File: src/rtl/v_defines.sv
// Shared definitions for the vector memory-access stage.
// Holds the datapath widths, the in_op encoding, the stage FSM state encoding
// and the beat-alignment helper used at op accept.
package v_defines;

  localparam int unsigned VREG_WIDTH = 256;  // vector register width (VLMAX*SEW)
  localparam int unsigned MEM_DW     = 64;   // memory data-port width
  localparam int unsigned ADDR_W     = 32;   // byte-address width
  localparam int unsigned VIDX_W     = 5;    // vector register index width

  localparam int unsigned NBEATS     = VREG_WIDTH / MEM_DW;
  localparam int unsigned BEAT_BYTES = MEM_DW / 8;
  localparam int unsigned CNT_W      = (NBEATS > 1) ? $clog2(NBEATS) : 1;

  typedef enum logic [1:0] {
    VMEM_OP_NOP   = 2'd0,
    VMEM_OP_ALU   = 2'd1,
    VMEM_OP_LOAD  = 2'd2,
    VMEM_OP_STORE = 2'd3
  } vmem_op_e;

  typedef enum logic [2:0] {
    StIdle = 3'd0,
    StPass = 3'd1,
    StReq  = 3'd2,
    StWait = 3'd3,
    StDone = 3'd4
  } vmem_state_e;

  // Clear the byte-offset bits so every beat is naturally aligned to MEM_DW.
  function automatic logic [ADDR_W-1:0] align_addr(input logic [ADDR_W-1:0] addr);
    return addr & ~ADDR_W'(BEAT_BYTES - 1);
  endfunction

endpackage

File: src/rtl/v_mem_stage_if.sv
// Bus bundle of the vector memory-access stage.
//   in_*  : upstream op handshake (valid/ready, op, vd, base address, data)
//   mem_* : single-outstanding memory port (req/gnt, we, addr, wdata, rvalid/rdata)
//   wb_*  : one-cycle write-back strobe with register index and data
// slave  : the stage itself; master : the environment around it.
interface v_mem_stage_if;
  import v_defines::*;

  logic                  in_valid;
  logic                  in_ready;
  logic [1:0]            in_op;
  logic [VIDX_W-1:0]     in_vd;
  logic [ADDR_W-1:0]     in_addr;
  logic [VREG_WIDTH-1:0] in_data;

  logic                  mem_req;
  logic                  mem_gnt;
  logic                  mem_we;
  logic [ADDR_W-1:0]     mem_addr;
  logic [MEM_DW-1:0]     mem_wdata;
  logic                  mem_rvalid;
  logic [MEM_DW-1:0]     mem_rdata;

  logic                  wb_valid;
  logic [VIDX_W-1:0]     wb_vd;
  logic [VREG_WIDTH-1:0] wb_data;

  modport slave (
    input  in_valid, in_op, in_vd, in_addr, in_data,
    input  mem_gnt, mem_rvalid, mem_rdata,
    output in_ready,
    output mem_req, mem_we, mem_addr, mem_wdata,
    output wb_valid, wb_vd, wb_data
  );

  modport master (
    output in_valid, in_op, in_vd, in_addr, in_data,
    output mem_gnt, mem_rvalid, mem_rdata,
    input  in_ready,
    input  mem_req, mem_we, mem_addr, mem_wdata,
    input  wb_valid, wb_vd, wb_data
  );

endinterface

File: src/rtl/v_mem_beat_sel.sv
// Combinational beat helper for the vector memory-access stage.
//   vec_i  : full vector register       idx_i  : beat index k
//   beat_i : beat to insert at k        base_i : aligned base byte address
//   beat_o : vec_i[k*MEM_DW +: MEM_DW]  vec_o  : vec_i with beat k replaced by beat_i
//   addr_o : base_i + k*BEAT_BYTES, wrapping modulo 2^ADDR_W
module v_mem_beat_sel
  import v_defines::*;
(
  input  logic [VREG_WIDTH-1:0] vec_i,
  input  logic [CNT_W-1:0]      idx_i,
  input  logic [MEM_DW-1:0]     beat_i,
  input  logic [ADDR_W-1:0]     base_i,
  output logic [MEM_DW-1:0]     beat_o,
  output logic [VREG_WIDTH-1:0] vec_o,
  output logic [ADDR_W-1:0]     addr_o
);

  // Constant-slice mux keeps every select statically bounded.
  always_comb begin
    beat_o = '0;
    vec_o  = vec_i;
    for (int unsigned b = 0; b < NBEATS; b++) begin
      if (idx_i == CNT_W'(b)) begin
        beat_o                     = vec_i[b*MEM_DW +: MEM_DW];
        vec_o[b*MEM_DW +: MEM_DW]  = beat_i;
      end
    end
  end

  assign addr_o = base_i + (ADDR_W'(idx_i) * ADDR_W'(BEAT_BYTES));

endmodule

File: src/rtl/v_mem_stage.sv
// Vector memory-access stage, downstream of vector execute.
// Accepts one op per handshake: NOP, ALU-result passthrough, unit-stride load or store.
// Loads/stores are split into NBEATS beats of MEM_DW bits on a single-outstanding
// memory port; ALU-pass and completed loads produce one write-back strobe.
//   clk : clock, rising edge      rst : asynchronous, active-low reset
//   bus : in_* op handshake, mem_* memory port, wb_* write-back strobe
module v_mem_stage
  import v_defines::*;
(
  input logic          clk,
  input logic          rst,
  v_mem_stage_if.slave bus
);

  vmem_state_e           state_q, state_d;
  vmem_op_e              op_q, op_d;
  logic [VIDX_W-1:0]     vd_q, vd_d;
  logic [ADDR_W-1:0]     addr_q, addr_d;
  logic [VREG_WIDTH-1:0] data_q, data_d;     // store data or load gather buffer
  logic [CNT_W-1:0]      cnt_q, cnt_d;
  logic                  wb_valid_q, wb_valid_d;
  logic [VIDX_W-1:0]     wb_vd_q, wb_vd_d;
  logic [VREG_WIDTH-1:0] wb_data_q, wb_data_d;

  logic [MEM_DW-1:0]     beat_cur;
  logic [VREG_WIDTH-1:0] data_ins;
  logic [ADDR_W-1:0]     beat_addr;
  logic                  last_beat;
  logic                  req;
  logic                  we;

  v_mem_beat_sel u_beat_sel (
    .vec_i  (data_q),
    .idx_i  (cnt_q),
    .beat_i (bus.mem_rdata),
    .base_i (addr_q),
    .beat_o (beat_cur),
    .vec_o  (data_ins),
    .addr_o (beat_addr)
  );

  assign last_beat = (cnt_q == CNT_W'(NBEATS - 1));

  always_comb begin
    state_d    = state_q;
    op_d       = op_q;
    vd_d       = vd_q;
    addr_d     = addr_q;
    data_d     = data_q;
    cnt_d      = cnt_q;
    wb_valid_d = 1'b0;
    wb_vd_d    = wb_vd_q;
    wb_data_d  = wb_data_q;

    unique case (state_q)
      StIdle: begin
        if (bus.in_valid) begin
          op_d   = vmem_op_e'(bus.in_op);
          vd_d   = bus.in_vd;
          addr_d = align_addr(bus.in_addr);
          data_d = bus.in_data;
          cnt_d  = '0;
          unique case (vmem_op_e'(bus.in_op))
            VMEM_OP_NOP: state_d = StIdle;
            VMEM_OP_ALU: begin
              // Strobe is registered, so it appears the cycle after accept.
              state_d    = StPass;
              wb_valid_d = 1'b1;
              wb_vd_d    = bus.in_vd;
              wb_data_d  = bus.in_data;
            end
            default:     state_d = StReq;
          endcase
        end
      end

      StPass, StDone: state_d = StIdle;

      StReq: begin
        if (bus.mem_gnt) begin
          if (op_q == VMEM_OP_STORE) begin
            if (last_beat) state_d = StIdle;
            else           cnt_d   = cnt_q + CNT_W'(1);
          end else begin
            state_d = StWait;
          end
        end
      end

      StWait: begin
        if (bus.mem_rvalid) begin
          data_d = data_ins;
          if (last_beat) begin
            state_d    = StDone;
            wb_valid_d = 1'b1;
            wb_vd_d    = vd_q;
            wb_data_d  = data_ins;
          end else begin
            cnt_d   = cnt_q + CNT_W'(1);
            state_d = StReq;
          end
        end
      end

      default: state_d = StIdle;
    endcase
  end

  always_ff @(posedge clk or negedge rst) begin
    if (!rst) begin
      state_q    <= StIdle;
      op_q       <= VMEM_OP_NOP;
      vd_q       <= '0;
      addr_q     <= '0;
      data_q     <= '0;
      cnt_q      <= '0;
      wb_valid_q <= 1'b0;
      wb_vd_q    <= '0;
      wb_data_q  <= '0;
    end else begin
      state_q    <= state_d;
      op_q       <= op_d;
      vd_q       <= vd_d;
      addr_q     <= addr_d;
      data_q     <= data_d;
      cnt_q      <= cnt_d;
      wb_valid_q <= wb_valid_d;
      wb_vd_q    <= wb_vd_d;
      wb_data_q  <= wb_data_d;
    end
  end

  // Memory outputs are gated to zero outside REQ; the beat helper holds them
  // stable while stalled because cnt/addr/data do not move until gnt.
  assign req           = (state_q == StReq);
  assign we            = req && (op_q == VMEM_OP_STORE);
  assign bus.in_ready  = (state_q == StIdle);
  assign bus.mem_req   = req;
  assign bus.mem_we    = we;
  assign bus.mem_addr  = req ? beat_addr : '0;
  assign bus.mem_wdata = we ? beat_cur : '0;
  assign bus.wb_valid  = wb_valid_q;
  assign bus.wb_vd     = wb_vd_q;
  assign bus.wb_data   = wb_data_q;

endmodule

File: src/flat_wrapper.sv
// flat-port wrapper written by rule: the top's interface ports become plain ports
module v_mem_stage_flat import v_defines::*;
  (clk, rst, bus_in_valid, bus_in_op, bus_in_vd, bus_in_addr, bus_in_data, bus_mem_gnt, bus_mem_rvalid, bus_mem_rdata, bus_in_ready, bus_mem_req, bus_mem_we, bus_mem_addr, bus_mem_wdata, bus_wb_valid, bus_wb_vd, bus_wb_data);
  v_mem_stage_if bus_i ();
  input logic clk;
  input logic rst;
  input wire logic [$bits(bus_i.in_valid)-1:0] bus_in_valid;
  input wire logic [$bits(bus_i.in_op)-1:0] bus_in_op;
  input wire logic [$bits(bus_i.in_vd)-1:0] bus_in_vd;
  input wire logic [$bits(bus_i.in_addr)-1:0] bus_in_addr;
  input wire logic [$bits(bus_i.in_data)-1:0] bus_in_data;
  input wire logic [$bits(bus_i.mem_gnt)-1:0] bus_mem_gnt;
  input wire logic [$bits(bus_i.mem_rvalid)-1:0] bus_mem_rvalid;
  input wire logic [$bits(bus_i.mem_rdata)-1:0] bus_mem_rdata;
  output wire logic [$bits(bus_i.in_ready)-1:0] bus_in_ready;
  output wire logic [$bits(bus_i.mem_req)-1:0] bus_mem_req;
  output wire logic [$bits(bus_i.mem_we)-1:0] bus_mem_we;
  output wire logic [$bits(bus_i.mem_addr)-1:0] bus_mem_addr;
  output wire logic [$bits(bus_i.mem_wdata)-1:0] bus_mem_wdata;
  output wire logic [$bits(bus_i.wb_valid)-1:0] bus_wb_valid;
  output wire logic [$bits(bus_i.wb_vd)-1:0] bus_wb_vd;
  output wire logic [$bits(bus_i.wb_data)-1:0] bus_wb_data;
  assign bus_i.in_valid = bus_in_valid;
  assign bus_i.in_op = bus_in_op;
  assign bus_i.in_vd = bus_in_vd;
  assign bus_i.in_addr = bus_in_addr;
  assign bus_i.in_data = bus_in_data;
  assign bus_i.mem_gnt = bus_mem_gnt;
  assign bus_i.mem_rvalid = bus_mem_rvalid;
  assign bus_i.mem_rdata = bus_mem_rdata;
  assign bus_in_ready = bus_i.in_ready;
  assign bus_mem_req = bus_i.mem_req;
  assign bus_mem_we = bus_i.mem_we;
  assign bus_mem_addr = bus_i.mem_addr;
  assign bus_mem_wdata = bus_i.mem_wdata;
  assign bus_wb_valid = bus_i.wb_valid;
  assign bus_wb_vd = bus_i.wb_vd;
  assign bus_wb_data = bus_i.wb_data;
  v_mem_stage u_core (.clk(clk), .rst(rst), .bus(bus_i));
endmodule
File: config.mk
export PLATFORM = sky130hd
export DESIGN_NAME = v_mem_stage_flat
export DESIGN_NICKNAME = d
export VERILOG_FILES = /design/src/rtl/v_defines.sv /design/src/rtl/v_mem_stage_if.sv /design/src/rtl/v_mem_beat_sel.sv /design/src/rtl/v_mem_stage.sv /design/src/flat_wrapper.sv
export SDC_FILE = /design/constraint.sdc
export NUM_CORES = 2
export LEC_CHECK = 0
export ABC_CLOCK_PERIOD_IN_PS = 3300
export CAP_MARGIN = 20
export CORE_AREA = 8 8 277 279
export CTS_BUF_LIST = sky130_fd_sc_hd__clkbuf_8 sky130_fd_sc_hd__clkbuf_16
export DETAILED_ROUTE_END_ITERATION = 7
export DIE_AREA = 0 0 285 287
export PLACE_DENSITY = 0.77
export RECOVER_POWER = 50
export SKIP_CTS_REPAIR_TIMING = 1
export SYNTH_ARGS = -nofsm -noshare
export SYNTH_HDL_FRONTEND = slang
export SYNTH_SLANG_ARGS = --single-unit
File: constraint.sdc
create_clock -name clk -period 3.3 [get_ports clk]
set_input_delay 0.66 -clock clk [delete_from_list [all_inputs] [get_ports clk]]
set_output_delay 0.66 -clock clk [all_outputs]
set_load 0.05 [all_outputs]
==> summary.md <==
| Metric | Value |
|---|---|
| HP Start | `u_core.bus.wb_data[111]` |
| Commonest cells after routing, fill and taps aside | `622 x clkdlybuf4s50_1, 593 x nand2_1, 559 x dfrtp_1` |
| Leading cell type in the layout, fill and taps excluded | `clkdlybuf4s50_1` |
| Seq/Total Area, Yosys | `49.49%` |
| Largest net degree at the start of global routing | `133` |
| Die X | `285 um` |
| DRT antenna net count | `0` |
| Footprint of the multi-input gates | `14080 um^2` |
| Placed cell count | `4684` |
| H-tree depth | `2` |
| Post-synth EDFFs | `0` |
| Clk root buf | `clkbuf_16` |
| FF-to-FF setup slack | `0.25 ns` |
| Post-synth cell types | `50` |
| Total core area | `72340 um^2` |
| Placed Area | `37820 um^2` |
| Fmax | `0.2858 GHz` |
| Vias in the first global route | `26491` |
| Synthesized flop and latch total | `559` |
| Initial DRC Count | `2137` |
| Failing checks | `max-capacitance violations, max-slew violations, negative setup slack` |
| RR Endpoint | `u_core.data_q[219]` |
| Share of layout cells above drive strength 1 | `14.05%` |
| Synthesis-to-layout area growth | `46.63%` |
| Die area | `81800 um^2` |
| Fin worst setup slack | `-0.1993 ns` |
| Mapped Area | `28260 um^2` |
| TNS Setup | `-4.996 ns` |
| Gr usage total | `25.21%` |
| Wirelength, routed | `115.0 mm` |
| Worst hold path depth | `2` |
| Final std cells w/o fill | `4855` |
| Worst-Margin Slew | `1.967 ns` |
| Reg2Reg Depth | `5` |
| Port bufs | `718` |
| Outcome | `finished with violations` |
| Final cycle utilization of the critical path | `106.0%` |
| Yosys warning count | `0` |
| Rows | `99` |
| Startpoint Class | `flip-flop` |
| First-pass GRT wire length | `163.1 mm` |
| Leak pwr | `17.19 nW` |
| Clock transition at path regs | `0.06 ns` |
| Skew-Pair Late Insertion Delay | `0.62 ns` |
| DRC Markers | `0` |
| Reg2reg start | `u_core.state_q[0]` |
| Fillers | `6139` |
| Power Dens Cells | `1129 nW/um^2` |
| Critical path class | `reg2out` |
| Clock skew | `0.03189 ns` |
| Initial core utilization | `39.07%` |
| TritonCTS buffer count | `61` |
| Die height | `287 um` |
| FF+latch area | `13990 um^2` |
| Max-cap violations | `1` |
| Synth Flop Type | `dfrtp_1` |
| Required @ worst endpoint | `2.64 ns` |
| Slew Viols, Final | `67` |
| Hold path endpoint | `u_core.bus.wb_data[111]` |
| Initial antenna violation count | `23` |
| Crit. End Element | `output port` |
| Layout Nets | `4196` |
| Via/cell ratio | `5.603` |
| RSZ-0062 raised after global routing | `true` |
| VDD IR max | `0.7106 mV` |
| Final hold vios | `0` |
| TritonRoute pass-1 iters | `8` |
| Vias after detailed routing | `27204` |
| Clock Sinks | `559` |
| Worst Hold Class | `reg2reg` |
| Worst path arrival time | `2.84 ns` |
| Fin area | `41440 um^2` |
| I/O pin cnt | `725` |
| Routed wire per std cell | `23.70 um` |
| Routability cong. | `0.9167` |
| Tmin final | `3.499 ns` |
| Deepest clock path buffer count | `3` |
| TritonCTS clock tree | `built` |
| Rel. slew slack | `-31.17%` |
| Syn avg cell area | `8.902 um^2` |
| Grt ovf | `0` |
| Post-Synthesis Cells | `3175` |
| Dpl hpwl | `77.61 mm` |
| Setup violations, final | `74` |
| Async SR Flop Fraction | `100.0%` |
| Max Fanout on Critical Path | `5` |
worst max path at each step:
stage / from / endpoint / slack (ns) / cells after the start
floorplan: u_core.cnt_q[1] / bus_mem_addr[14] / 0.03 / 6
detailed placement: u_core.addr_q[4] / bus_mem_addr[26] / 0.24 / 6
global route: u_core.cnt_q[0] / bus_mem_addr[17] / -0.27 / 11
CTS: u_core.addr_q[4] / bus_mem_addr[26] / -0.41 / 6
finish: u_core.cnt_q[1] / bus_mem_addr[28] / -0.20 / 6
global placement: u_core.addr_q[4] / bus_mem_addr[26] / 0.27 / 6
routing by layer:
layer	wire length [um]	vias up	global-route usage (%)
met1	43560	13163	30.45
met3	9704	331	6.354
met2	55320	1278	41.80
met4	6438	2	12.54
li1	-	12430	-
met5	13	-	0
through the flow:
stage | hold slack [ns] | worst slack, ns | utilization, % | total power [mW]
2_1_floorplan | 0.3644 | 0.03297 | - | 27.43
3_3_place_gp | 0.4598 | 0.2728 | 52.27 | 36.17
3_5_place_dp | 0.4691 | 0.2413 | 52.27 | 36.72
4_1_cts | 0.02323 | -0.4148 | 55.20 | 44.12
5_1_grt | 0.4961 | -0.2741 | 57.29 | 49.06
6_report | 0.4774 | -0.1993 | 57.29 | 46.79
critical path, stage by stage (launching register included):
cell and delay [ns]:
dfrtp_1 0.40, ha_1 0.30, a21oi_2 0.10, or4b_4 0.58, or4_4 0.52, a21oi_4 0.17
buf_12 0.15
final cells by class:
| type | instances | area share [%] |
|---|---|---|
| antenna | 23 | 0.1389 |
| clock buffer | 75 | 4.175 |
| clock inverter | 36 | 0.9359 |
| inverter | 73 | 0.6793 |
| multi-input combinational | 2269 | 33.98 |
| sequential | 559 | 33.75 |
| tap | 959 | 2.895 |
| timing repair buffer | 861 | 23.45 |
Yosys cell counts, drive strengths merged, types with 55 or more instances:
master,count,share of area [%]
a21oi,282,5.0
mux2i,261,9.2
buf,79,1.4
o22ai,55,1.2
clkbuf,198,2.6
inv,73,0.97
nand2,600,8.0
a221oi,63,2.0
o21ai,530,9.4
dfrtp,559,49
a211o,63,2.0
nor2,217,2.9
registers in the layout (all words and copies together) (netlist names):
| signal | count |
|---|---|
| u_core.state_q | 3 |
| u_core.cnt_q | 2 |
| u_core.bus.wb_vd | 5 |
| u_core.bus.wb_data | 256 |
| u_core.vd_q | 5 |
| u_core.addr_q | 29 |
| u_core.data_q | 256 |
| u_core.bus.wb_valid | 1 |
| u_core.op_q | 2 |
power by group:
group / switching, mW / total [mW] / internal (mW)
Clock: 2.94 / 7.25 / 4.31
Combinational: 16.5 / 26.5 / 10.1
Sequential: 2.79 / 13.0 / 10.2
logic make-up (layout without fill, tap and decap cells):
kind of cell / count (synthesis) / after routing / share of synthesized area (%)
adder cells (fa/ha/maj): 7 / 7 / 0.3364
other: 1 / 26 / 0.01327
XOR/XNOR: 9 / 9 / 0.2789
AO/OA/AOI/OAI: 1068 / 1068 / 21.78
AND/OR/NAND/NOR: 885 / 886 / 12.51
buffers and inverters: 350 / 1045 / 4.949
multiplexers: 296 / 296 / 10.64
flip-flops: 559 / 559 / 49.49
No activity file was read; power rests on OpenSTA's default activity.
